`config.mk`:
```
export PLATFORM = sky130hd
export DESIGN_NAME = fir_out_capture
export DESIGN_NICKNAME = d
export VERILOG_FILES = /design/src/rtl/fir_out_capture.sv
export SDC_FILE = /design/constraint.sdc
export NUM_CORES = 1
export LEC_CHECK = 0
export ABC_AREA = 1
export CAP_MARGIN = 5
export CORE_MARGIN = 2
export CORE_UTILIZATION = 40
export CTS_CLUSTER_DIAMETER = 50
export DETAILED_ROUTE_END_ITERATION = 8
export PLACE_DENSITY = 0.67
export SLEW_MARGIN = 20
export SYNTH_ARGS = -nofsm -noshare
export SYNTH_HDL_FRONTEND = slang
export SYNTH_SLANG_ARGS = --single-unit
```
`constraint.sdc`:
```
create_clock -name clk -period 6.4 [get_ports clk]
set_input_delay 1.28 -clock clk [delete_from_list [all_inputs] [get_ports clk]]
set_output_delay 1.28 -clock clk [all_outputs]
set_load 0.005 [all_outputs]
```
`src/rtl/fir_out_capture.sv`:
```
// Captures FIR output samples into a 256x16 single-port memory after a warm-up discard.
// Define FIR_OUT_SAT_EN to clamp out-of-range samples instead of wrapping them.
module fir_out_capture #(
    parameter int IN_W    = 26,
    parameter int OUT_W   = 16,
    parameter int DISCARD = 7,
    parameter int DEPTH   = 256
) (
    input  logic             clk,
    input  logic             rstn,
    input  logic             start,
    input  logic             in_valid,
    input  logic [IN_W-1:0]  in_data,
    output logic             mem_nce,
    output logic             mem_nwrt,
    output logic [5:0]       mem_ra,
    output logic [1:0]       mem_ca,
    output logic [OUT_W-1:0] mem_din,
    output logic             busy,
    output logic             done,
    output logic [8:0]       ovf_cnt,
    output logic [15:0]      checksum
);

    typedef enum logic [1:0] {IDLE, SKIP, CAPTURE, DONE} state_t;

    localparam int SH_W = IN_W - 7;
    localparam logic signed [SH_W-1:0] MAX_V = {{(SH_W-OUT_W+1){1'b0}}, {(OUT_W-1){1'b1}}};
    localparam logic signed [SH_W-1:0] MIN_V = {{(SH_W-OUT_W+1){1'b1}}, {(OUT_W-1){1'b0}}};

    state_t            state_reg, state_next;
    logic [7:0]        skip_cnt_reg;
    logic [8:0]        addr_reg;
    logic              nwrt_reg;
    logic [7:0]        wa_reg;
    logic [OUT_W-1:0]  din_reg;
    logic [8:0]        ovf_reg;
    logic [15:0]       sum_reg;

    logic signed [IN_W:0]   rounded;
    logic signed [SH_W-1:0] shifted;
    logic                   out_of_range;
    logic [OUT_W-1:0]       conv;
    logic                   accept;
    logic                   last_write;
    logic                   skip_last;
    logic                   run_start;

    // Sign-extend by one bit so the rounding add can never overflow.
    always_comb begin
        rounded      = {in_data[IN_W-1], in_data} + (IN_W+1)'(128);
        shifted      = SH_W'(rounded >>> 8);
        out_of_range = (shifted > MAX_V) || (shifted < MIN_V);
`ifdef FIR_OUT_SAT_EN
        if (out_of_range)
            conv = shifted[SH_W-1] ? {1'b1, {(OUT_W-1){1'b0}}} : {1'b0, {(OUT_W-1){1'b1}}};
        else
            conv = shifted[OUT_W-1:0];
`else
        conv = shifted[OUT_W-1:0];
`endif
    end

    // With no warm-up the single SKIP cycle already accepts samples.
    always_comb begin
        run_start  = start && (state_reg == IDLE || state_reg == DONE);
        accept     = in_valid && (state_reg == CAPTURE || (state_reg == SKIP && DISCARD == 0));
        last_write = accept && (addr_reg == 9'(DEPTH-1));
        skip_last  = (DISCARD == 0) ? 1'b1 : (in_valid && skip_cnt_reg == 8'(DISCARD-1));
    end

    always_ff @(posedge clk) begin
        if (!rstn)
            state_reg <= IDLE;
        else
            state_reg <= state_next;
    end

    always_comb begin
        state_next = state_reg;
        case (state_reg)
            IDLE, DONE: if (start) state_next = SKIP;
            SKIP: begin
                if (last_write)
                    state_next = DONE;
                else if (skip_last)
                    state_next = CAPTURE;
            end
            CAPTURE: if (last_write) state_next = DONE;
            default: state_next = IDLE;
        endcase
    end

    always_ff @(posedge clk) begin
        if (!rstn) begin
            skip_cnt_reg <= '0;
            addr_reg     <= '0;
            nwrt_reg     <= 1'b1;
            wa_reg       <= '0;
            din_reg      <= '0;
            ovf_reg      <= '0;
            sum_reg      <= '0;
        end else begin
            nwrt_reg <= 1'b1;
            if (run_start) begin
                skip_cnt_reg <= '0;
                addr_reg     <= '0;
                ovf_reg      <= '0;
                sum_reg      <= '0;
            end
            if (state_reg == SKIP && in_valid && DISCARD != 0)
                skip_cnt_reg <= skip_cnt_reg + 8'd1;
            // The write is issued here and appears on the memory pins next cycle.
            if (accept) begin
                nwrt_reg <= 1'b0;
                wa_reg   <= addr_reg[7:0];
                din_reg  <= conv;
                addr_reg <= addr_reg + 9'd1;
                ovf_reg  <= ovf_reg + {8'd0, out_of_range};
                sum_reg  <= sum_reg + 16'(conv);
            end
        end
    end

    assign mem_nce  = nwrt_reg;
    assign mem_nwrt = nwrt_reg;
    assign mem_ra   = wa_reg[7:2];
    assign mem_ca   = wa_reg[1:0];
    assign mem_din  = din_reg;
    assign busy     = (state_reg == SKIP) || (state_reg == CAPTURE);
    assign done     = (state_reg == DONE);
    assign ovf_cnt  = ovf_reg;
    assign checksum = sum_reg;

endmodule

```
==> flow_metrics.py <==
metrics = {
    "grt": {
        "overflow": 0,
        "grt_pass1_wl_mm": 18.1,
        "grtUsageTotal_pct": 20.1,
        "antenna_found_initial": 0,
        "grt_pass1_vias": 3865,
        "grt_max_degree": 48,
    },
    "synthesis": {
        "synth_area_um2": 4130,
        "netlist_instances": 601,
        "synth-seq-area-share_pct": 33.5,
        "synth_edf_count": 0,
        "async_flop_share_pct": 0,
        "yosysWarnings": 0,
        "yosysUniqueCellTypes": 46,
        "yosys_register_bits": 69,
        "syn-num-nets": 658,
        "synthFlopType": "dfxtp_1",
        "syn_area_per_cell_um2": 6.87,
    },
    "worst_setup_path": {
        "reg2reg_depth": 9,
        "cp_data_required_time_ns": 6.65,
        "cp_max_fo": 4,
        "worstPathArrival_ns": 4.18,
        "start_kind": "primary input",
        "end_kind": "flop",
        "crit_type": "primary input to flop",
    },
    "cts": {
        "cts_tree": "yes",
        "htreeDepth": 3,
        "hold_buffers": 0,
        "post_cts_resized": 0,
        "cts-root-buf": "clkbuf_8",
        "cts.clk_slew.worst_paths_ns": 0.08,
        "postCtsSetupBuffers": 0,
        "cts_buffer_depth": 2,
        "cts_buffers": 9,
        "clock_sinks": 69,
        "clock_latency_ns": 0.35,
    },
    "route": {
        "ant_nets": 0,
        "firstDrtPassIters": 4,
        "vias": 4049,
        "drc": 0,
        "vias_per_cell": 4.98,
        "post_drt_wl_per_cell_um": 13.1,
        "dr.first_iter.drc_count": 144,
        "wl_mm": 10.7,
    },
    "sta": {
        "finalHoldViolCount": 0,
        "fin_crit_sh_pct": 61.5,
        "fmax_ghz": 0.254,
        "worstMarginPinSlew_ns": 0.801,
        "slew_violations": 0,
        "fin_setup_tns_ns": 0,
        "fin_hold_ws_ns": 0.481,
        "setup_viol": 0,
        "fin_skew_ns": 0.00621,
        "final.setup.worst_slack_ns": 2.47,
        "grt_setup_unrepaired": "false",
        "relSlewSlack_pct": 46.5,
        "period_minus_slack_ns": 3.93,
    },
    "die": {
        "floorplan.rows": 37,
        "io_pins": 83,
        "die_w_um": 106,
        "core_area_um2": 10200,
        "die_y_um": 106,
        "die-area_um2": 11100,
        "start_util_pct": 40.5,
    },
    "layout": {
        "fillers": 1024,
        "layout-drive-gt1-share_pct": 7.53,
        "nNetsFinal": 729,
        "antenna_cells": 0,
        "fin_util_pct": 50.7,
        "register_area_um2": 1380,
        "area_delta_synth_final_pct": 25.1,
        "multi_input_area_um2": 2370,
    },
    "placed_design": {
        "dp_slack_ns": 2.10,
        "place_congestion": 0.878,
        "port_buffers": 75,
        "dp_hpwl_mm": 8.15,
    },
    "power": {
        "power.density_nw_per_um2": 244,
        "vdd_ir_drop_max_v": 0.000119,
        "p_leak_nw": 2.14,
    },
    "worst_hold_path": {
        "worstHoldPathType": "flop to flop",
        "holdPathStages": 2,
    },
    "status": {
        "status": "complete, no violations",
    },
    "job": {
        "drv_cap": 0,
    },
}
[synthesized netlist by cell type, drive strengths merged, types with 6 or more instances]
library cell    n  share of area (%)
nand2         132                 13
nor2           84                8.7
dfxtp          69                 33
inv            69                6.3
a21oi          64                7.9
o21ai          45                5.5
nand3          35                4.6
ha             26                7.9
nor3           11                1.5
clkbuf         10                1.4
buf             8                1.2
nand4           6               0.91
xor2            6                1.3
[worst max-delay path: stages]
cell and delay, ns:
clkdlybuf4s50_1 0.57, ha_1 0.22, nand2_2 0.08, inv_2 0.07, nand2_2 0.07, nor2_4 0.10
nand2_2 0.08, nor2_4 0.12, nand3_2 0.06, nand2_1 0.06, nand2_1 0.05, and3_1 0.14
nor2_1 0.12, ha_1 0.18, ha_1 0.18, nand3_1 0.11, nor3_1 0.29, nand4_1 0.15
o21ai_0 0.17, a21oi_1 0.05
[cells in the final DEF (no fill, tap or decap), types with 3 or more instances in the layout]
master	count
nor2_2	3
a21oi_1	62
nand3_1	32
nand2_2	8
a211oi_1	3
xor2_1	6
dfxtp_1	69
nor2_1	76
inv_2	3
ha_1	26
or2_2	4
buf_4	3
nand3_2	3
o21ai_0	41
nand4_1	6
xnor2_1	5
o21ai_1	3
nor3_1	10
inv_1	66
nor2_4	5
clkdlybuf4s50_1	75
nand3b_1	3
nand2_1	123
clkbuf_8	9
[power breakdown]
| group | switching, mW | internal (mW) |
|---|---|---|
| Clock | 0.182 | 0.181 |
| Combinational | 0.233 | 0.163 |
| Sequential | 0.0305 | 0.471 |
[metrics by stage]
stage | instance area, um2 | power, mW | std cells
6_report | 5160 | 1.26 | 813
5_1_grt | 5160 | 1.35 | 813
4_1_cts | 5160 | 1.27 | 813
3_5_place_dp | 4960 | 0.910 | 797
3_3_place_gp | 4960 | 0.900 | 797
2_1_floorplan | 4130 | 0.750 | 601
[cell families (layout without fill, tap and decap cells)]
logic type	Yosys count	in the layout	share of synthesized area (%)
AOI/OAI and AO/OA	123	123	16.2
buffers and inverters	89	165	9.04
DFF	69	69	33.5
adders and majority gates	27	27	8.37
xor gates and xnor gates	11	11	2.33
and+or+nand+nor	282	282	30.6
[worst paths after layout]
check / start / end / slack (ns)
min: ovf_cnt[8] / ovf_cnt[8] / 0.48
max reg2reg: state_reg[0] / addr_reg[6] / 3.92
min reg2reg: ovf_cnt[8] / ovf_cnt[8] / 0.48
max: in_data[7] / ovf_cnt[8] / 2.47
[layer usage]
| layer | global-route usage (%) | wire length [um] | up-vias |
|---|---|---|---|
| met5 | 0 | 0 | - |
| met4 | 7.61 | 147 | 0 |
| met3 | 2.72 | 529 | 13 |
| met2 | 33.0 | 4940 | 89 |
| met1 | 26.6 | 5040 | 1845 |
| li1 | - | - | 2102 |
[layout make-up]
type	instances	share of cell area (%)
Inverter	71	5.16
Multi-Input combinational cell	443	46.0
Clock buffer	9	2.40
Clock inverter	7	1.43
Tap cell	136	3.30
Sequential cell	69	26.8
Timing Repair Buffer	78	15.0
No activity file was read; power rests on OpenSTA's default activity.
